`src/rtl/gates_mux_bist_pkg.sv`:
```
// Shared types and constants for the gates_mux built-in self-test slice.
package gates_bist_pkg;

  typedef enum logic [2:0] {
    S_IDLE,
    S_DRIVE,
    S_SETTLE,
    S_CHECK,
    S_DONE
  } state_t;

  localparam int RES_W    = 7;
  localparam int RES_AND  = 0;
  localparam int RES_OR   = 1;
  localparam int RES_NOT  = 2;
  localparam int RES_NAND = 3;
  localparam int RES_NOR  = 4;
  localparam int RES_XOR  = 5;
  localparam int RES_XNOR = 6;

  localparam int NUM_VEC  = 4;

endpackage

```
`src/rtl/gates_mux_bist_expect.sv`:
```
// Reference truth table for gates_mux: maps an operand pair to the seven gate outputs.
module gates_expect
  import gates_bist_pkg::*;
(
  input  logic             a,
  input  logic             b,
  output logic [RES_W-1:0] exp_vec
);

  always_comb begin
    exp_vec           = '0;
    exp_vec[RES_AND]  = a & b;
    exp_vec[RES_OR]   = a | b;
    exp_vec[RES_NOT]  = ~a;
    exp_vec[RES_NAND] = ~(a & b);
    exp_vec[RES_NOR]  = ~(a | b);
    exp_vec[RES_XOR]  = a ^ b;
    exp_vec[RES_XNOR] = ~(a ^ b);
  end

endmodule

```
`src/rtl/gates_mux_bist.sv`:
```
// BIST controller for gates_mux: walks all four operand pairs, checks results, reports.
// Optional continuous looping is enabled by defining GATES_BIST_LOOP_EN.
module gates_mux_bist
  import gates_bist_pkg::*;
#(
  parameter int SETTLE_CYCLES = 2,
  parameter int ERR_W         = 8
) (
  input  logic             clk,
  input  logic             rst_n,
  input  logic             start,
`ifdef GATES_BIST_LOOP_EN
  input  logic             loop_i,
`endif
  output logic             a_o,
  output logic             b_o,
  input  logic [RES_W-1:0] res_i,
  output logic             busy,
  output logic             done,
  output logic             pass,
  output logic [ERR_W-1:0] err_cnt,
  output logic [1:0]       fail_vec,
  output logic [RES_W-1:0] fail_mask
);

  localparam int               CNT_W       = (SETTLE_CYCLES > 1) ? $clog2(SETTLE_CYCLES) : 1;
  localparam logic [CNT_W-1:0] SETTLE_LAST = CNT_W'((SETTLE_CYCLES > 0) ? SETTLE_CYCLES - 1 : 0);
  localparam logic [1:0]       LAST_IDX    = 2'(NUM_VEC - 1);

  state_t           state;
  logic [1:0]       idx;
  logic [CNT_W-1:0] settle_cnt;
  logic [RES_W-1:0] exp_vec;
  logic [RES_W-1:0] mismatch;
  logic [ERR_W-1:0] err_next;
  logic             loop_en;

  function automatic logic [ERR_W-1:0] sat_inc(input logic [ERR_W-1:0] v);
    return (&v) ? v : v + ERR_W'(1);
  endfunction

  gates_expect u_expect (
    .a       (a_o),
    .b       (b_o),
    .exp_vec (exp_vec)
  );

  assign mismatch = res_i ^ exp_vec;
  assign err_next = (|mismatch) ? sat_inc(err_cnt) : err_cnt;

`ifdef GATES_BIST_LOOP_EN
  assign loop_en = loop_i;
`else
  assign loop_en = 1'b0;
`endif

  // Operands are loaded on entry to DRIVE so they stay stable through SETTLE and CHECK.
  always_ff @(posedge clk or negedge rst_n) begin
    if (!rst_n) begin
      state      <= S_IDLE;
      idx        <= '0;
      settle_cnt <= '0;
      a_o        <= 1'b0;
      b_o        <= 1'b0;
      busy       <= 1'b0;
      done       <= 1'b0;
      pass       <= 1'b0;
      err_cnt    <= '0;
      fail_vec   <= '0;
      fail_mask  <= '0;
    end else begin
      case (state)
        S_IDLE, S_DONE: begin
          if (start) begin
            state     <= S_DRIVE;
            idx       <= '0;
            a_o       <= 1'b0;
            b_o       <= 1'b0;
            busy      <= 1'b1;
            done      <= 1'b0;
            pass      <= 1'b0;
            err_cnt   <= '0;
            fail_vec  <= '0;
            fail_mask <= '0;
          end
        end
        S_DRIVE: begin
          done       <= 1'b0;
          pass       <= 1'b0;
          settle_cnt <= '0;
          state      <= (SETTLE_CYCLES == 0) ? S_CHECK : S_SETTLE;
        end
        S_SETTLE: begin
          if (settle_cnt == SETTLE_LAST) begin
            state <= S_CHECK;
          end else begin
            settle_cnt <= settle_cnt + CNT_W'(1);
          end
        end
        S_CHECK: begin
          err_cnt <= err_next;
          // A zero count means nothing has failed yet since the last start.
          if ((|mismatch) && (err_cnt == '0)) begin
            fail_vec  <= {a_o, b_o};
            fail_mask <= mismatch;
          end
          if (idx == LAST_IDX) begin
            done <= 1'b1;
            pass <= (err_next == '0);
            if (loop_en) begin
              state <= S_DRIVE;
              idx   <= '0;
              a_o   <= 1'b0;
              b_o   <= 1'b0;
            end else begin
              state <= S_DONE;
              busy  <= 1'b0;
            end
          end else begin
            idx        <= idx + 2'd1;
            {a_o, b_o} <= idx + 2'd1;
            state      <= S_DRIVE;
          end
        end
        default: state <= S_IDLE;
      endcase
    end
  end

endmodule
```
`config.mk`:
```
export PLATFORM = sky130hd
export DESIGN_NAME = gates_mux_bist
export DESIGN_NICKNAME = d
export VERILOG_FILES = /design/src/rtl/gates_mux_bist_pkg.sv /design/src/rtl/gates_mux_bist_expect.sv /design/src/rtl/gates_mux_bist.sv
export SDC_FILE = /design/constraint.sdc
export NUM_CORES = 1
export LEC_CHECK = 0
export ABC_AREA = 1
export CAP_MARGIN = 30
export CORE_ASPECT_RATIO = 1.4
export CORE_UTILIZATION = 45
export CTS_CLUSTER_SIZE = 24
export DETAILED_ROUTE_END_ITERATION = 6
export GPL_ROUTABILITY_DRIVEN = 1
export HOLD_SLACK_MARGIN = 0.06
export MAX_ROUTING_LAYER = met4
export PLACE_DENSITY_LB_ADDON = 0.08
export SYNTH_ARGS = -nofsm -noshare
export SYNTH_HDL_FRONTEND = slang
export SYNTH_SLANG_ARGS = --single-unit
```
`constraint.sdc`:
```
create_clock -name clk -period 2.05 [get_ports clk]
set_clock_uncertainty 0.1 [all_clocks]
set_input_delay 0.5125 -clock clk [delete_from_list [all_inputs] [get_ports clk]]
set_output_delay 0.5125 -clock clk [all_outputs]
set_load 0.02 [all_outputs]
```
==> results of run 1 <==
## flip-flops by register name, summed over array words and instances (netlist names)
name / flops
done: 1
err_cnt: 8
a_o: 1
settle_cnt: 1
b_o: 1
fail_mask: 7
pass: 1
fail_vec: 2
busy: 1
state: 3
## layer usage
layer  share of wire [%]  global-route usage (%)  up-vias
li1                    -                       -      793
met1                  42                    25.1      702
met2                  54                    38.6       41
met3                 3.2                    2.34        7
met4                 1.6                    10.2        0
met5                   0                       -        -
## stage by stage
step	TNS (ps)	setup WS (ps)	power [mW]	area (um^2)	hold slack [ps]
after global routing	-16.8	-16.8	3.02	2150	417
final	0	65.6	2.77	2150	386
after global placement	-1180	-126	2.27	1990	363
after floorplan	0	43.6	1.71	1570	117
after detailed placement	-1020	-131	2.27	1990	375
after CTS	0	13.6	2.65	2070	396
## area by class of cell
cell class / count / area (um^2)
Timing Repair Buffer: 45 / 423
Sequential cell: 26 / 654
Tap cell: 40 / 50.0
Clock buffer: 4 / 55.1
Fill cell: 296 / 1190
Inverter: 33 / 129
Multi-Input combinational cell: 158 / 843
## repair_timing
action | CTS | global route
endpoints found under the setup margin | 1 | 16
endpoints found under the hold margin | 0 | 0
cloned | 0 | 1
pin swaps | 0 | 9
setup buffers | 2 | 1
gates resized for setup | 2 | 20
## cells by family after synthesis
group	count (synthesis)	synth area share [%]
adder cells (fa/ha/maj)	5	4.00
AND/OR/NAND/NOR	123	34.9
XOR/XNOR	3	1.68
buffers and inverters	36	9.19
flip-flops	26	41.6
AO/OA/AOI/OAI	26	8.71
## worst min path at each step
stage	from	to	slack (ps)	depth (start not counted)
3_3_place_gp	done$_DFFE_PN0P_	done$_DFFE_PN0P_	360	2
4_1_cts	busy$_DFFE_PN0P_	busy$_DFFE_PN0P_	400	2
6_report	done$_DFFE_PN0P_	done$_DFFE_PN0P_	390	2
5_1_grt	done$_DFFE_PN0P_	done$_DFFE_PN0P_	420	2
3_5_place_dp	done$_DFFE_PN0P_	done$_DFFE_PN0P_	370	2
2_1_floorplan	rst_n	a_o$_DFFE_PN0P_	120	0
## power groups by stage
stage          combinational, mW  clock [mW]  sequential [mW]
2_1_floorplan              0.726           0            0.983
3_3_place_gp                1.44           0            0.833
3_5_place_dp                1.44           0            0.833
4_1_cts                     1.49       0.333            0.823
5_1_grt                     1.81       0.349            0.864
6_report                    1.62       0.322            0.835
## layout by cell type, fill, tap and decap left out
master and count:
nor2_1 7, clkdlybuf4s50_1 31, inv_2 1, a31oi_1 1
clkbuf_8 4, nor2_2 2, nand2_2 11, a21oi_1 1
dfrtp_2 3, nand4_1 3, o21ai_0 19, inv_1 30
ha_4 2, dfrtp_1 23, nand2_4 1, buf_6 2
xor2_1 1, nor2_4 3, o22ai_2 1, xnor2_1 1
nor3_1 1, nand2_1 66, ha_1 3, buf_4 12
nand3_1 29, nor3_2 1, o22ai_1 3, inv_4 2
xnor2_2 1, o21ai_1 1
==> out/metrics.yaml, run 1 <==
yosys:
  ys_seq_elements: 26
  ys_warn_count: 0
  seq_area_frac_synth_pct: 41.6
  syn-instance-count: 219
  ys_dominant_reg_cell: "dfrtp_1"
  synth_top_area_share_pct: 41.6
  yosys-top-cells-count: "72 x nand2_1, 32 x inv_1, 29 x nand3_1"
  synth_nets: 234
  synthArstFlopShare_pct: 100
  synthMostInstantiatedCell: "nand2_1"
  synth_area_per_cell_um2: 7.15
  synth_edf_count: 0
  yosysTopAreaCell: "dfrtp_1"
  synth.area.top_cells: "dfrtp_1 42%, nand2_1 17%, nand3_1 9.3%, inv_1 7.7%, o21ai_0 6.4%"
  netlist-cell-type-count: 22
  synth_area_mm2: 0.00157
pwr:
  power.density_mw_per_mm2: 1290
  internal_power_mw: 1.57
  p_comb_share_pct: 58.3
  p_leak_nw: 1.08
  swShare_pct: 43.5
  switchingPower_mw: 1.21
  ir_drop_mv: 0.775
  seqPwrFrac_pct: 30.1
  clkPwrFrac_pct: 11.6
layout:
  syn_to_final_growth_pct: 37.7
  layoutNonFillerInstCount: 306
  layout-drive-gt1-share_pct: 17.3
  num_antenna_cells: 0
  utilization_pct: 64.4
  finalNetCount: 282
global_routing:
  track_usage_pct: 22.3
  grt-ovfl-total: 0
  grt_antenna_before_repair: 0
  grt_pass1_wl_um: 6070
  grt_max_degree: 27
  grt_pass1_vias: 1426
worst_setup_path:
  worst_setup_path_start_kind: "register"
  startpoint: "err_cnt[2]$_DFFE_PN0P_"
  rr_endpoint: "pass$_DFFE_PN0P_"
  max_stage_delay_ps: 640
  path_delay_family: "buffers and inverters"
  cp_data_required_time_ps: 1440
  timing.critical_path.to: "err_cnt[2]"
  arrival_ps: 1370
  reg2reg_setup_slack_ps: 110
  crit_buf_inv: 1
  crit_fanout: 6
  crit_slowest_cell: "clkdlybuf4s50_1"
  rr_startpoint: "b_o$_DFFE_PN0P_"
  crit_chain: "clkdlybuf4s50_1"
  worst-setup-path-type: "reg -> out"
  rr_worst_depth: 15
  cp-end-kind: "primary output"
  cp.depth: 1
placed_design:
  io_buffers: 31
  gp_congestion: 0.838
  dp_hpwl_um: 2710
  placed_cells: 298
cts:
  path_clk_slew_ps: 90
  h-tree-depth: 1
  root_buffer: "clkbuf_8"
  cts_tree: "built"
  clock_latency_ps: 270
  clockBufferDepth: 2
  cts_made_buffers: 3
  cts.hold.buffers_added: 0
  cts.sinks: 26
sta:
  relSlewSlack_pct: 77.9
  maxSlewViolCount: 0
  min_period_ps: 1980
  fmax_mhz: 504
  post-route-period-util_pct: 96.8
  hold_viol: 0
  setup_viol: 0
  worst_pin_slew_ps: 332
detailed_routing:
  drtIter0Drc: 41
  ant_nets: 0
  via_count: 1543
  wl_per_cell_um: 11.7
  via_per_inst: 5.04
  drc: 0
  drtPass1Iterations: 4
  drt-total-wl_um: 3600
job:
  max-cap-violations: 0
min_path:
  min_path_type: "reg -> reg"
floorplan:
  initial_core_util_pct: 46.8
  die_w_um: 51.8
  ios: 32
  fp.dieArea_mm2: 0.00372
  fp.dieH_um: 71.8
  rows: 25
  core_mm2: 0.00335
run_status:
  status: "finished clean"
No activity file was read; power rests on OpenSTA's default activity.
==> inputs of run 2 (changes only) <==
- ABC_CLOCK_PERIOD_IN_PS: unset -> 2050
- PLACE_DENSITY: unset -> 0.77
- PLACE_DENSITY_LB_ADDON: 0.08 -> unset
==> run 2 against run 1 <==
  * Sequential cell count did not move
  * Maximum frequency fell by 1.0%
  * Worst setup slack got worse by 20 ps
  * Non-clock buffer count rose by 2
  * Final cell count rose by 0.33%
  * Combinational power rose by 4%
  * Clock power fell by 14%
  * Die area did not move
  * Core utilization rose by 0.52 points
==> out/metrics.yaml, run 2 (same netlist as run 1, synthesis figures left out) <==
cts:
  path_clk_slew_ps: 90  # about the same
  cts.hold.buffers_added: 0  # unchanged
  cts_tree: "built"
  cts_made_buffers: 3  # unchanged
  clock_latency_ps: 270  # about the same
  clockBufferDepth: 2  # unchanged
  h-tree-depth: 1  # unchanged
  root_buffer: "clkbuf_8"
  cts.sinks: 26  # unchanged
detailed_routing:
  drtPass1Iterations: 4  # unchanged
  via_count: 1615  # +4.7%
  via_per_inst: 5.26  # +4.3%
  drtIter0Drc: 37  # -9.8%
  drc: 0  # unchanged
  ant_nets: 0  # unchanged
  wl_per_cell_um: 12.4  # +5.1%
  drt-total-wl_um: 3790  # +5.5%
sta:
  hold_viol: 0  # unchanged
  maxSlewViolCount: 0  # unchanged
  min_period_ps: 2000  # +20.4 ps
  setup_viol: 0  # unchanged
  fmax_mhz: 499  # -1.0%
  fin_ws_ps: 45.2  # -20.4 ps
  worst_pin_slew_ps: 330  # -1.91 ps
  rsz0062_at_grt: "true"
  relSlewSlack_pct: 78.0  # +0.13 points
  post-route-period-util_pct: 97.8  # +0.99 points
worst_setup_path:
  rr_worst_depth: 15  # unchanged
  cp_data_required_time_ps: 2110  # +670 ps
  rr_endpoint: "pass$_DFFE_PN0P_"
  cp-end-kind: "register"
  startpoint: "a_o$_DFFE_PN0P_"
  timing.critical_path.to: "pass$_DFFE_PN0P_"
  rr_startpoint: "a_o$_DFFE_PN0P_"
  worst-setup-path-type: "reg -> reg"
  arrival_ps: 2060  # +690 ps
  crit_fanout: 7  # +1
  worst_setup_path_start_kind: "register"
  reg2reg_setup_slack_ps: 50  # -60 ps
layout:
  multi_input_area_um2: 857  # +1.6%
  layout-drive-gt1-share_pct: 19.5  # +2.2 points
  regMostFlops: "err_cnt"
  largestRegisters: "err_cnt (8), fail_mask (7), state (3)"
  final_cell_mix: "64 x nand2_1, 30 x clkdlybuf4s50_1, 29 x inv_1"
  largest_reg_flops: 8  # unchanged
  nFillCells: 285  # -3.7%
  num_antenna_cells: 0  # unchanged
  utilization_pct: 64.9  # +0.52 points
  final_common_cell: "nand2_1"
  syn_to_final_growth_pct: 38.8
  seqCellArea_um2: 653  # -0.19%
  finalNetCount: 284  # +0.71%
global_routing:
  grt_antenna_before_repair: 0  # unchanged
  grt_util_met3_pct: 1.91  # -0.42 points
  grt.met2_usage_pct: 40.7  # +2.1 points
  grt_max_degree: 27  # unchanged
  grt_pass1_vias: 1502  # +5.3%
  grt.busiest_layer: "met2"
  grt_pass1_wl_um: 6290  # +3.6%
  track_usage_pct: 22.8  # +0.46 points
  grt-ovfl-total: 0  # unchanged
  grtUsageMet1_pct: 26.4  # +1.3 points
min_path:
  min_path_type: "reg -> reg"
  min_path_cells: 2  # unchanged
job:
  max-cap-violations: 0  # unchanged
placed_design:
  gp_congestion: 0.924  # +10%
  io_buffers: 31  # unchanged
  dp_hpwl_um: 2840  # +4.6%
  dp_worst_setup_slack_ps: -147  # -15.8 ps
pwr:
  ir_drop_mv: 0.786  # +1.3%
  total_power_mw: 2.78  # +0.31%
  p_leak_nw: 1.10  # +2.2%
  power.density_mw_per_mm2: 1280  # -0.50%
floorplan:
  initial_core_util_pct: 46.8  # unchanged
  die_w_um: 51.8  # unchanged
  ios: 32  # unchanged
  core_mm2: 0.00335  # unchanged
  fp.dieArea_mm2: 0.00372  # unchanged
  fp.dieH_um: 71.8  # unchanged
  rows: 25  # unchanged
run_status:
  status: "finished clean"
-- run 2: changes by cell type in the layout (fill, tap and decap cells not counted), sizes merged --
cell,before,now
clkbuf,4,3
dlymetal6s2s,0,1
buf,14,16
clkdlybuf4s50,31,30
-- run 2: power by group --
| group | internal, mW | leakage (nW) | switching, mW | total (mW) |
|---|---|---|---|---|
| Clock | 0.131 | 0.0216 | 0.145 | 0.277 |
| Sequential | 0.689 | 0.336 | 0.134 | 0.822 |
| Combinational | 0.721 | 0.744 | 0.961 | 1.68 |
| Total | 1.54 | 1.10 | 1.24 | 2.78 |
-- run 2: critical path: stages, from the launching register on --
cell and delay, ps:
dfrtp_2 450, buf_4 160, ha_4 160, inv_1 70, nand2_1 60, nand2_2 70
nand2_2 60, nor2_4 170, buf_6 150, nand3_1 90, nand2_2 100, nor2_2 40
nand2_1 70, nor2_2 30, nand2_1 50, nand2_1 50
-- run 2: how the worst min path moves through the flow --
stage	from	endpoint	slack (ps)
after CTS	done$_DFFE_PN0P_	done$_DFFE_PN0P_	390
after floorplan	rst_n	a_o$_DFFE_PN0P_	120
after detailed placement	done$_DFFE_PN0P_	done$_DFFE_PN0P_	370
after global routing	done$_DFFE_PN0P_	done$_DFFE_PN0P_	410
final	done$_DFFE_PN0P_	done$_DFFE_PN0P_	380
after global placement	busy$_DFFE_PN0P_	busy$_DFFE_PN0P_	360
-- run 2: per-stage QoR --
stage	std cells	instance area (um^2)	setup TNS, ps	hold slack, ps
6_report	307	2170	0	381
2_1_floorplan	219	1570	0	117
3_5_place_dp	300	2010	-1130	367
4_1_cts	303	2060	0	386
3_3_place_gp	300	2010	-757	356
5_1_grt	307	2170	-77.6	414
-- run 2: timing repair --
action,CTS,global route
pin swaps,0,8
gates resized for setup,2,24
gates cloned,0,1
endpoints found under the setup margin,2,16
setup buffers,0,3
-- run 2: area by class of cell --
cell class | count | area share, %
clock buffers | 3 | 1.90
multi-input cells | 158 | 39.5
repair buffers | 47 | 20.4
inverters | 33 | 5.82
well taps | 40 | 2.30
flip-flops and latches | 26 | 30.1
-- run 2: metal layers --
layer	share of wire [%]	vias to the layer above
met1	40	767
met3	2.7	8
met5	0	-
met4	1.6	0
met2	55	44
li1	-	796
==> edit 1 (settings of run 1) <==
Encoding of `state_t`: now one-hot (5 bits for 5 states).
--- a/src/rtl/gates_mux_bist_pkg.sv
+++ b/src/rtl/gates_mux_bist_pkg.sv
@@ -3,8 +3,8 @@
 
-  typedef enum logic [2:0] {
-    S_IDLE,
-    S_DRIVE,
-    S_SETTLE,
-    S_CHECK,
-    S_DONE
+  typedef enum logic [4:0] {
+    S_IDLE   = 5'b00001,
+    S_DRIVE  = 5'b00010,
+    S_SETTLE = 5'b00100,
+    S_CHECK  = 5'b01000,
+    S_DONE   = 5'b10000
   } state_t;
Function: no difference found for any inputs over 10 cycles, from zero or initial values and one cycle with rst_n low; not proved beyond that.
==> edit 1 against run 1 <==
  * Wire length grew 14%
  * Hold slack is essentially flat
  * Count of clock-buffer cells in the layout is the same
  * Cell count grew 10%
  * Sequential cell count grew 2
  * Cell area grew 7.9%
  * Total power shrank 32%
  * Die area grew 13%
  * Utilization shrank 1.7 points
  * Area after synthesis grew 13%
  * Global-route usage grew 0.20 points
  * Worst setup slack lost 0.014 ns
  * Largest cell class unchanged
  * Highest routed layer unchanged
==> edit 1: results (changes against run 1) <==
run status: finished, final reports clean
met3 GRT Util: 2.395% (+0.060 points)
Synth Net Count: 263 (+12%)
Via density: 5.036 (-0.14%)
M1 WL: 1746 um (+17%)
placed inst area: 2217 um^2 (+11%)
hpwl dp: 3193 um (+18%)
Overall Global Routing Usage: 22.54% (+0.20 points)
First DRT Iteration DRCs: 37 (-9.8%)
largest registers: err_cnt (8), fail_mask (7), state (5)
Post-synth top cells: nand2_1, inv_1, nand3_1, dfrtp_1, nor2_1
gp weighted congestion: 0.9535 (+14%)
reg2reg path depth: 7 (-8)
register area share after synthesis: 39.59% (-2.0 points)
Peak VDD IR: 0.0006253 V (-19%)
final WL: 4096 um (+14%)
Leakage: 0.001284 uW (+19%)
met2 wire len: 2165 um (+12%)
DP Worst Slack: -0.1750 ns (-0.04380 ns)
Distinct cells, synth: 28 (+27%)
Final nets: 312 (+11%)
M2 GR Usage: 37.47% (-1.1 points)
largest net degree at the start of global routing: 29 (+7.4%)
Most used DFF post-synth: dfrtp_1
CP max FO: 9 (+3)
CP arrival: 1.39 ns (+0.02 ns)
Area contributors post-synth: dfrtp_1, nand2_1, nand3_1
FILL cells: 367 (+24%)
top layer in use: met4
transition time of the tightest slew-check pin: 0.4741 ns (+0.1424 ns)
vias in the first global route: 1596 (+12%)
layout cell share with drive strength beyond 1: 16.89% (-0.40 points)
routed wl met3: 129 um (+13%)
first-pass GRT wire length: 6920 um (+14%)
[edit 1: power breakdown]
group / switching, uW / internal [uW]
combinational: 507 / 364
sequential: 56.8 / 624
clock: 165 / 172
[edit 1: metrics by stage]
step | util [%] | TNS [ns] | total power (uW) | cells
after global routing | 62.69 | 0 | 2039 | 338
final | 62.69 | 0 | 1889 | 338
after detailed placement | 59.78 | -1.624 | 1500 | 332
after CTS | 61.50 | 0 | 1852 | 336
after global placement | 59.78 | -1.071 | 1487 | 332
after floorplan | - | 0 | 1221 | 248
[edit 1: cell type report]
class                      count  area share (%)
inverter                      38           6.136
multi-input combinational    177           39.13
timing repair buffer          49           19.70
tap                           42           2.260
clock buffer                   4           2.368
sequential                    28           30.41
[edit 1: worst paths after layout]
path / start / slack [ns] / end
max: err_cnt[2] / 0.05 / err_cnt[2]
min in group asynchronous: rst_n / 0.50 / state[3]
max in group asynchronous: rst_n / 1.05 / state[0]
min reg2reg: done / 0.39 / done
min: done / 0.39 / done
max reg2reg: err_cnt[0] / 0.14 / fail_mask[2]
[edit 1: logic make-up (layout without fill, tap and decap cells)]
| kind of cell | Yosys count | after routing | share of synthesized area (%) |
|---|---|---|---|
| adders and majority gates | 5 | 5 | 3.529 |
| xor gates and xnor gates | 2 | 2 | 0.9882 |
| and+or+nand+nor | 150 | 150 | 39.24 |
| buffers and inverters | 43 | 91 | 10.37 |
| AOI/OAI and AO/OA | 20 | 20 | 6.281 |
| DFF | 28 | 28 | 39.59 |
[edit 1: repair_timing]
action,4_1_cts,5_1_grt
endpoints found under the setup margin,9,19
buffers inserted,0,2
pin swaps,0,4
hold buffers,0,0
gates resized for setup,2,8
==> edit 2 (flow settings as in run 1) <==
Made on the original files. Add a define of `GATES_BIST_LOOP_EN`.
--- a/src/rtl/gates_mux_bist.sv
+++ b/src/rtl/gates_mux_bist.sv
@@ -2,2 +2,4 @@
 // Optional continuous looping is enabled by defining GATES_BIST_LOOP_EN.
+`define GATES_BIST_LOOP_EN
+
 module gates_mux_bist
Interface: changed (added loop_i); port bits go from 32 to 33. The function was not compared with the original's and may differ.
==> edit 2 against run 1 <==
  * Synthesized cell count is 4.1% higher
  * Combinational power up 19%
  * Area after synthesis increased by 6.2%
  * Fmax down 1.7%
  * Cell area rose by 14%
  * Sequential cell count unchanged
  * Critical path depth is 1 higher
  * Worst setup slack lost 0.035 ns
  * Sequential share of layout area fell by 3.7 points
  * Die area is 5.9% higher
  * Wire length rose by 26%
  * Total power rose by 14%
  * Global-route usage rose by 2.0 points
  * Critical endpoint is now b_o
  * Largest cell class unchanged
==> edit 2: results (changes against run 1) <==
run status: finished, final reports clean
Post-synth top cells: nand2_1, inv_1, dfrtp_1, nand3_1, nor2_1
Distinct cells, synth: 25 (+14%)
Slew Limit Headroom: 67.84% (-10 points)
critical path endpoint: b_o
port bufs: 32 (+3.2%)
latest clock arrival within the worst-skew pair: 0.28 ns
reg2reg end: pass
largest net degree at the start of global routing: 27 (unchanged)
layout cell share with drive strength beyond 1: 30.85% (+14 points)
vias in the first global route: 1594 (+12%)
M1 WL: 1866 um (+25%)
root buf cell: clkbuf_8
top layer in use: met4
hpwl dp: 2954 um (+8.8%)
first-pass GRT wire length: 6817 um (+12%)
vias post-DR: 1718 (+11%)
post-synthesis async set-or-reset flop share: 100.0% (unchanged)
reg2reg path depth: 16 (+1)
GRT busiest layer: met2
Overall Global Routing Usage: 24.36% (+2.0 points)
reg2reg setup slack: 0.04 ns (-0.07 ns)
largest registers: err_cnt (8), fail_mask (7), state (3)
placed inst area: 2196 um^2 (+10%)
register area share after synthesis: 39.16% (-2.4 points)
routed wl met3: 177 um (+55%)
reg-to-reg critical path startpoint: idx[0]
Peak VDD IR: 0.0008890 V (+15%)
M2 GR Usage: 42.22% (+3.6 points)
gp weighted congestion: 0.8155 (-2.6%)
Num CTS Buffers: 3 (unchanged)
Area contributors post-synth: dfrtp_1, nand2_1, inv_1
DR WL/cell: 13.47 um (+15%)
met3 GRT Util: 3.313% (+0.98 points)
yosys warns: 0 (unchanged)
Most used DFF post-synth: dfrtp_1
type of origin of the critical path: flip-flop
clk slew on worst S/H paths: 0.10 ns
First DRT Iteration DRCs: 28 (-32%)
TritonRoute pass-1 iters: 4 (unchanged)
CP top delay family: buffers and inverters
Leakage: 0.001283 uW (+19%)
H-tree depth: 1 (unchanged)
met2 wire len: 2383 um (+24%)
Synth Net Count: 244 (+4.3%)
slowest CP cell: clkdlybuf4s50_1
Final nets: 312 (+11%)
CP peak stage delay: 0.59 ns (-0.05 ns)
CP max FO: 4 (-2)
WHS Path Cells: 2 (unchanged)
initial antenna violation count: 0 (unchanged)
met1 GRT Util: 27.15% (+2.0 points)
## edit 2: worst min path at each step
stage	to	slack, ns	from
2_1_floorplan	a_o	0.12	rst_n
3_3_place_gp	busy	0.36	busy
3_5_place_dp	busy	0.36	busy
4_1_cts	busy	0.38	busy
5_1_grt	busy	0.40	busy
6_report	busy	0.38	busy
## edit 2: tightest hold or removal path, stage by stage, from the launching register on
cell	delay, ns
dfrtp_1	0.35
nand2_1	0.05
nand2_1	0.04
## edit 2: power by group
part	internal (uW)	switching, uW
Combinational	823	1090
Clock	262	179
Sequential	672	119
Total	1760	1390
## edit 2: final cells by class
class	count	area [um^2]
flip-flops and latches	26	653.1
clock inverters	1	30.03
clock buffers	3	41.29
well taps	40	50.05
repair buffers	63	581.8
multi-input cells	168	962.2
fillers	298	994.7
inverters	34	127.6
## edit 2: metrics by stage
stage	setup WS (ns)	cells	setup TNS, ns	hold WS, ns	util, %
after floorplan	0.02690	228	0	0.1169	-
after global placement	-0.1661	321	-1.886	0.3556	63.82
after detailed placement	-0.1941	321	-2.238	0.3573	63.82
after CTS	0.004236	325	0	0.3816	66.25
after global routing	-0.1049	335	-0.3347	0.4044	71.09
final	0.03048	335	0	0.3766	71.09
## edit 2: cell families (layout without fill, tap and decap cells)
kind of cell	Yosys count	count (layout)	synth area share [%]
AND/OR/NAND/NOR	126	129	34.56
buffers and inverters	37	101	9.262
AO/OA/AOI/OAI	33	33	12.73
flip-flops	26	26	39.16
adder cells (fa/ha/maj)	5	5	3.765
XOR/XNOR	1	1	0.5272
## edit 2: repair_timing
action | 4_1_cts | 5_1_grt
buffers inserted | 0 | 7
gates resized for setup | 1 | 34
pin swaps | 0 | 14
endpoints found under the setup margin | 11 | 17
cloned | 0 | 3
